<file path="config.mk">
export PLATFORM = sky130hd
export DESIGN_NAME = alu_seq_driver
export DESIGN_NICKNAME = d
export VERILOG_FILES = /design/src/rtl/alu_drv_pkg.sv /design/src/rtl/alu_sat_cnt.sv /design/src/rtl/alu_seq_driver.sv
export SDC_FILE = /design/constraint.sdc
export NUM_CORES = 1
export LEC_CHECK = 0
export BUFFER_PORTS_ARGS = -buffer_cell sky130_fd_sc_hd__buf_2
export CAP_MARGIN = 30
export CORE_ASPECT_RATIO = 0.9
export CORE_MARGIN = 5
export CORE_UTILIZATION = 40
export CTS_CLUSTER_SIZE = 8
export DETAILED_ROUTE_END_ITERATION = 8
export PLACE_DENSITY = 0.67
export SLEW_MARGIN = 25
export SYNTH_ARGS = -nofsm -noshare
export SYNTH_HDL_FRONTEND = slang
export SYNTH_SLANG_ARGS = --single-unit
</file>
<file path="constraint.sdc">
create_clock -name clk -period 1.8 [get_ports clk]
set_clock_uncertainty 0.05 [all_clocks]
set_input_delay 0.09 -clock clk [delete_from_list [all_inputs] [get_ports clk]]
set_output_delay 0.09 -clock clk [all_outputs]
set_load 0.01 [all_outputs]
</file>
<file path="src/rtl/alu_drv_pkg.sv">
// Shared definitions for the ALU sequence driver.
// Contents: the FSM state type, the o_btn strobe bit indices, the ALU opcode
// constants and the width of the pass/fail transaction counters.
package alu_drv_pkg;

    typedef enum logic [3:0] {
        ST_IDLE    = 4'd0,
        ST_LOAD_A  = 4'd1,
        ST_GAP_A   = 4'd2,
        ST_LOAD_B  = 4'd3,
        ST_GAP_B   = 4'd4,
        ST_LOAD_OP = 4'd5,
        ST_GAP_OP  = 4'd6,
        ST_WAIT    = 4'd7,
        ST_CHECK   = 4'd8
    } state_t;

    // Bit positions in o_btn
    localparam int unsigned BTN_A  = 0;
    localparam int unsigned BTN_B  = 1;
    localparam int unsigned BTN_OP = 2;

    // ALU opcodes
    localparam logic [5:0] OP_ADD = 6'b100000;
    localparam logic [5:0] OP_SUB = 6'b100010;
    localparam logic [5:0] OP_AND = 6'b100100;
    localparam logic [5:0] OP_OR  = 6'b100101;
    localparam logic [5:0] OP_XOR = 6'b100110;
    localparam logic [5:0] OP_NOR = 6'b100111;
    localparam logic [5:0] OP_SRA = 6'b000011;
    localparam logic [5:0] OP_SRL = 6'b000010;

    // Width of the pass/fail transaction counters
    localparam int unsigned CNT_W = 8;

endpackage

</file>
<file path="src/rtl/alu_sat_cnt.sv">
// Saturating up-counter.
// Ports:
//   clk   - clock, rising edge
//   rst   - synchronous active-high reset, clears the count
//   inc   - increment request for this cycle
//   count - current value; holds at all-ones instead of wrapping
module alu_sat_cnt #(
    parameter int unsigned WIDTH = 8
) (
    input  logic             clk,
    input  logic             rst,
    input  logic             inc,
    output logic [WIDTH-1:0] count
);

    always_ff @(posedge clk) begin
        if (rst) begin
            count <= '0;
        end else if (inc && (count != '1)) begin
            count <= count + WIDTH'(1);
        end
    end

endmodule

</file>
<file path="src/rtl/alu_seq_driver.sv">
// Drives one ALU transaction through the board-style top_alu interface:
// loads A, B and the opcode over the shared switch bus with one-hot button
// strobes, waits SETTLE_CYC cycles, captures the ALU result and compares it
// with the expected value, keeping saturating pass/fail counts.
// Ports:
//   clk, i_rst          - clock and synchronous active-high reset
//   i_start             - start request, honoured only when idle
//   i_data_a, i_data_b  - operands (latched on start)
//   i_op, i_expected    - opcode and expected result (latched on start)
//   i_alu_result        - result returned by the ALU
//   o_valid, o_btn      - ALU valid and load strobes (A, B, opcode)
//   o_sw_data           - value presented on the ALU switch bus
//   o_busy, o_done      - transaction in progress / one-cycle completion
//   o_result, o_pass    - captured result and comparison outcome
//   o_pass_cnt/o_fail_cnt - saturating transaction counters
module alu_seq_driver
    import alu_drv_pkg::*;
#(
    parameter int unsigned NB_DATA    = 8,
    parameter int unsigned NB_OP      = 6,
    parameter int unsigned SETTLE_CYC = 4
) (
    input  logic               clk,
    input  logic               i_rst,
    input  logic               i_start,
    input  logic [NB_DATA-1:0] i_data_a,
    input  logic [NB_DATA-1:0] i_data_b,
    input  logic [NB_OP-1:0]   i_op,
    input  logic [NB_DATA-1:0] i_expected,
    input  logic [NB_DATA-1:0] i_alu_result,
    output logic               o_valid,
    output logic [2:0]         o_btn,
    output logic [NB_DATA-1:0] o_sw_data,
    output logic               o_busy,
    output logic               o_done,
    output logic [NB_DATA-1:0] o_result,
    output logic               o_pass,
    output logic [CNT_W-1:0]   o_pass_cnt,
    output logic [CNT_W-1:0]   o_fail_cnt
);

    localparam int unsigned WAIT_W = $clog2(SETTLE_CYC + 1);

    state_t             state;
    state_t             next_state;
    logic [NB_DATA-1:0] a_q;
    logic [NB_DATA-1:0] b_q;
    logic [NB_OP-1:0]   op_q;
    logic [NB_DATA-1:0] exp_q;
    logic [WAIT_W-1:0]  wait_cnt;
    logic               accept;
    logic               capture;
    logic               pass_inc;
    logic               fail_inc;

    assign accept  = (state == ST_IDLE) && i_start;
    // Last WAIT cycle: the counter has run down to zero
    assign capture = (state == ST_WAIT) && (wait_cnt == '0);

    always_ff @(posedge clk) begin
        if (i_rst) begin
            state <= ST_IDLE;
        end else begin
            state <= next_state;
        end
    end

    always_comb begin
        next_state = state;
        o_btn      = '0;
        o_sw_data  = '0;
        o_done     = 1'b0;
        case (state)
            ST_IDLE: begin
                if (i_start) next_state = ST_LOAD_A;
            end
            ST_LOAD_A: begin
                o_btn[BTN_A] = 1'b1;
                o_sw_data    = a_q;
                next_state   = ST_GAP_A;
            end
            ST_GAP_A: begin
                o_sw_data  = a_q;
                next_state = ST_LOAD_B;
            end
            ST_LOAD_B: begin
                o_btn[BTN_B] = 1'b1;
                o_sw_data    = b_q;
                next_state   = ST_GAP_B;
            end
            ST_GAP_B: begin
                o_sw_data  = b_q;
                next_state = ST_LOAD_OP;
            end
            ST_LOAD_OP: begin
                o_btn[BTN_OP] = 1'b1;
                o_sw_data     = NB_DATA'(op_q);
                next_state    = ST_GAP_OP;
            end
            ST_GAP_OP: begin
                o_sw_data  = NB_DATA'(op_q);
                next_state = ST_WAIT;
            end
            ST_WAIT: begin
                o_sw_data = NB_DATA'(op_q);
                if (wait_cnt == '0) next_state = ST_CHECK;
            end
            ST_CHECK: begin
                o_done     = 1'b1;
                next_state = ST_IDLE;
            end
            default: next_state = ST_IDLE;
        endcase
    end

    assign o_busy  = (state != ST_IDLE);
    assign o_valid = (state != ST_IDLE);

    // Transaction registers: operands on accept, wait counter loaded in
    // GAP_OP so WAIT sees SETTLE_CYC-1 .. 0, result captured on the last
    // WAIT edge.
    always_ff @(posedge clk) begin
        if (i_rst) begin
            a_q      <= '0;
            b_q      <= '0;
            op_q     <= '0;
            exp_q    <= '0;
            wait_cnt <= '0;
            o_result <= '0;
            o_pass   <= 1'b0;
        end else begin
            if (accept) begin
                a_q   <= i_data_a;
                b_q   <= i_data_b;
                op_q  <= i_op;
                exp_q <= i_expected;
            end
            if (state == ST_GAP_OP) begin
                wait_cnt <= WAIT_W'(SETTLE_CYC - 1);
            end else if ((state == ST_WAIT) && (wait_cnt != '0)) begin
                wait_cnt <= wait_cnt - WAIT_W'(1);
            end
            if (capture) begin
                o_result <= i_alu_result;
                o_pass   <= (i_alu_result == exp_q);
            end
        end
    end

    assign pass_inc = (state == ST_CHECK) && o_pass;
    assign fail_inc = (state == ST_CHECK) && !o_pass;

    alu_sat_cnt #(.WIDTH(CNT_W)) u_pass_cnt (
        .clk   (clk),
        .rst   (i_rst),
        .inc   (pass_inc),
        .count (o_pass_cnt)
    );

    alu_sat_cnt #(.WIDTH(CNT_W)) u_fail_cnt (
        .clk   (clk),
        .rst   (i_rst),
        .inc   (fail_inc),
        .count (o_fail_cnt)
    );

endmodule

</file>
==> summary.txt <==
Power
  – Total power: 3.314 mW
  – Power per cell area: 804.0 nW/µm²
  – Max VDD drop: 0.5053 mV
  – Leakage: 1.808 nW

Floorplanning
  – Die span in x: 98.00 µm
  – Area of the die: 8741 µm²
  – Die height: 89.20 µm
  – Core area: 6691 µm²
  – IO Pins: 80
  – Site Rows: 28
  – Starting Density: 41.66%

Place
  – Buffers on Ports: 79
  – Inst Count DP: 498
  – Worst setup slack after placement: -47.05 ps
  – Post-DP Area: 3354 µm²
  – Hpwl dp: 4.873 mm
  – GP Congestion: 0.8139

Route
  – DRC viols: 0
  – Via count: 2775
  – DR iter-0 viols: 113
  – DRT Pass-1 Iters: 4
  – Routed Antenna Nets: 0
  – DRT Wirelength: 7.315 mm
  – Routed length per instance: 13.11 µm
  – Vias per cell: 4.973

Clock network
  – Htree depth: 3
  – CTS tree: built
  – Clk_lat worst skew: 330 ps
  – CTS Buffer Depth: 2
  – Worst-path clk slew: 70 ps
  – CTS Root Cell: clkbuf_8
  – # clock sinks: 62
  – Total clock buffers created by CTS: 9

STA
  – Period minus WS final: 1848 ps
  – Fin crit share: 102.7%
  – Final Hold Fails: 0
  – RSZ-0062 raised after global routing: true
  – Count of final setup violators: 3
  – Relative slew slack: 65.27%
  – Max frequency: 541.1 MHz
  – Slew at the pin closest to its max-slew limit: 520.3 ps
  – Final WS setup: -47.95 ps
  – Max-slew violations: 0

Synth
  – Synth Net Count: 373
  – Unique masters post-synth: 44
  – Asr flop ratio synth: 0%
  – EDFF count, synth: 0
  – Mapped Cells: 328
  – Sequential-to-total area share from yosys stat: 44.52%
  – Yosys warnings: 0
  – Post-Syn Area: 2788 µm²
  – #FFs+latches synth: 62
  – Dominant synthesized flop cell: dfxtp_1
  – Mean Syn Cell Area: 8.499 µm²

Layout
  – Layout cell share with drive strength beyond 1: 31.62%
  – Nets: 508
  – Filler Cell Count: 557
  – Cell Count, Final, Fillers Out: 558
  – Layout area overhead: 47.85%
  – Post-route cell area: 4121 µm²
  – ANT cells: 0

Worst hold path
  – HP Class: in2reg
  – Hold Path Cell Cnt: 2

Setup path
  – CP required: 2010 ps
  – Crit Path Max Fanout: 5
  – CP Launch Type: flip-flop
  – Crit Path Class: reg2reg
  – Worst Path Arrival: 2060 ps
  – Crit end category: flip-flop
  – Reg2reg path depth: 5

GRT
  – Antenna violations before repair: 0
  – GRT Total Usage: 17.34%
  – Largest net degree at the start of global routing: 25
  – First-pass GRT wire length: 12.29 mm
  – Grt total ovfl: 0
  – Number of global-route vias before repair: 2671

Status
  – Outcome: finished with violations
  – Failing checks: setup timing

Run
  – Maxcap violations: 0
[power breakdown]
part / internal [mW] / switching (mW)
registers: 1.44 / 0.0346
clock network: 0.812 / 0.534
logic: 0.243 / 0.255
[per-stage QoR]
| stage | hold slack (ps) | setup TNS, ps | utilization (%) |
|---|---|---|---|
| 6_report | 109.2 | -57.78 | 61.59 |
| 5_1_grt | 104.5 | -1511 | 61.59 |
| 4_1_cts | 86.57 | -118.7 | 60.10 |
| 3_5_place_dp | 287.4 | -313.6 | 50.13 |
| 3_3_place_gp | 282.8 | 0 | 50.13 |
| 2_1_floorplan | 176.0 | -353.1 | - |
[worst paths after layout]
kind / slack (ps) / from / to
worst min register to register: 400 / a_q[1]$_SDFFE_PP0P_ / a_q[1]$_SDFFE_PP0P_
worst max register to register: -50 / state[1]$_SDFFE_PP0P_ / u_pass_cnt.count[5]$_SDFFE_PP0P_
worst min-delay path: 110 / i_rst / u_fail_cnt.count[3]$_SDFFE_PP0P_
worst max-delay path: -50 / state[1]$_SDFFE_PP0P_ / u_pass_cnt.count[5]$_SDFFE_PP0P_
[per-layer routing]
layer	up-vias	wire length (µm)	GRT usage [%]
li1	1395	-	-
met1	1289	3059	20.13
met2	80	3713	31.15
met3	11	414	4.056
met4	0	127	7.296
met5	-	0	0
[cell usage in the layout, fill, tap and decap left out, types with 3 or more instances in the layout]
master	instances
a21o_1	6
a21oi_1	38
a22o_1	8
buf_2	78
buf_4	23
buf_6	5
clkbuf_8	10
dfxtp_1	59
dfxtp_2	3
dlygate4sd3_1	39
ha_1	3
inv_1	7
mux2i_1	9
nand2_1	66
nand2b_1	5
nand3_1	8
nand4_1	5
nor2_1	24
nor2b_1	3
nor3_1	5
o21ai_0	4
or3_1	3
xnor2_1	13
[area by class of cell]
cell class                 instances  area (µm²)  area share, %
tap                               90       112.6          2.732
timing repair buffer             145        1010          24.50
sequential                        62        1245          30.21
clock buffer                      10       137.6          3.339
multi-input combinational        237        1496          36.31
inverter                           8       35.03         0.8500
clock inverter                     6       85.08          2.064
[sequential cells by signal, summed over array words and instances, names as in the netlist]
| signal | flops |
|---|---|
| op_q | 6 |
| a_q | 8 |
| o_pass | 1 |
| u_pass_cnt.count | 8 |
| u_fail_cnt.count | 8 |
| state | 4 |
| wait_cnt | 3 |
| exp_q | 8 |
| b_q | 8 |
| o_result | 8 |
[worst max-delay path, cell delays in order, from the launching register on]
cell and delay, ps:
dfxtp_2 320, or4b_4 590, clkinv_4 80, o211ai_4 90, or4_4 510, a21oi_2 140
[cell usage after synthesis, drive strengths merged (5+ instances only)]
library cell | instances | area, µm²
mux2i | 10 | 100.1
xnor2 | 14 | 122.6
nor2 | 25 | 93.84
buf | 6 | 50.04
nand4 | 5 | 31.28
a21o | 6 | 45.04
dfxtp | 62 | 1241
clkbuf | 15 | 56.30
a22o | 8 | 70.07
nand2 | 66 | 247.7
nand3 | 8 | 40.04
nor3 | 7 | 35.03
nand2b | 5 | 31.28
inv | 7 | 26.28
a21oi | 40 | 200.2
[logic make-up after synthesis]
family | share of synthesized area, %
AO/OA/AOI/OAI | 16.79
XOR/XNOR | 4.713
adder cells (fa/ha/maj) | 1.795
buffers and inverters | 5.072
flip-flops | 44.52
multiplexers | 4.399
AND/OR/NAND/NOR | 22.71
[what timing repair did]
action | CTS | global route
resized for setup | 11 | 17
buffers inserted | 2 | 4
pin swaps | 2 | 6
setup endpoints to repair | 15 | 54
hold buffers | 39 | 0
hold endpoints to repair | 39 | 0
Note: power is estimated with default switching activity, not from simulation.
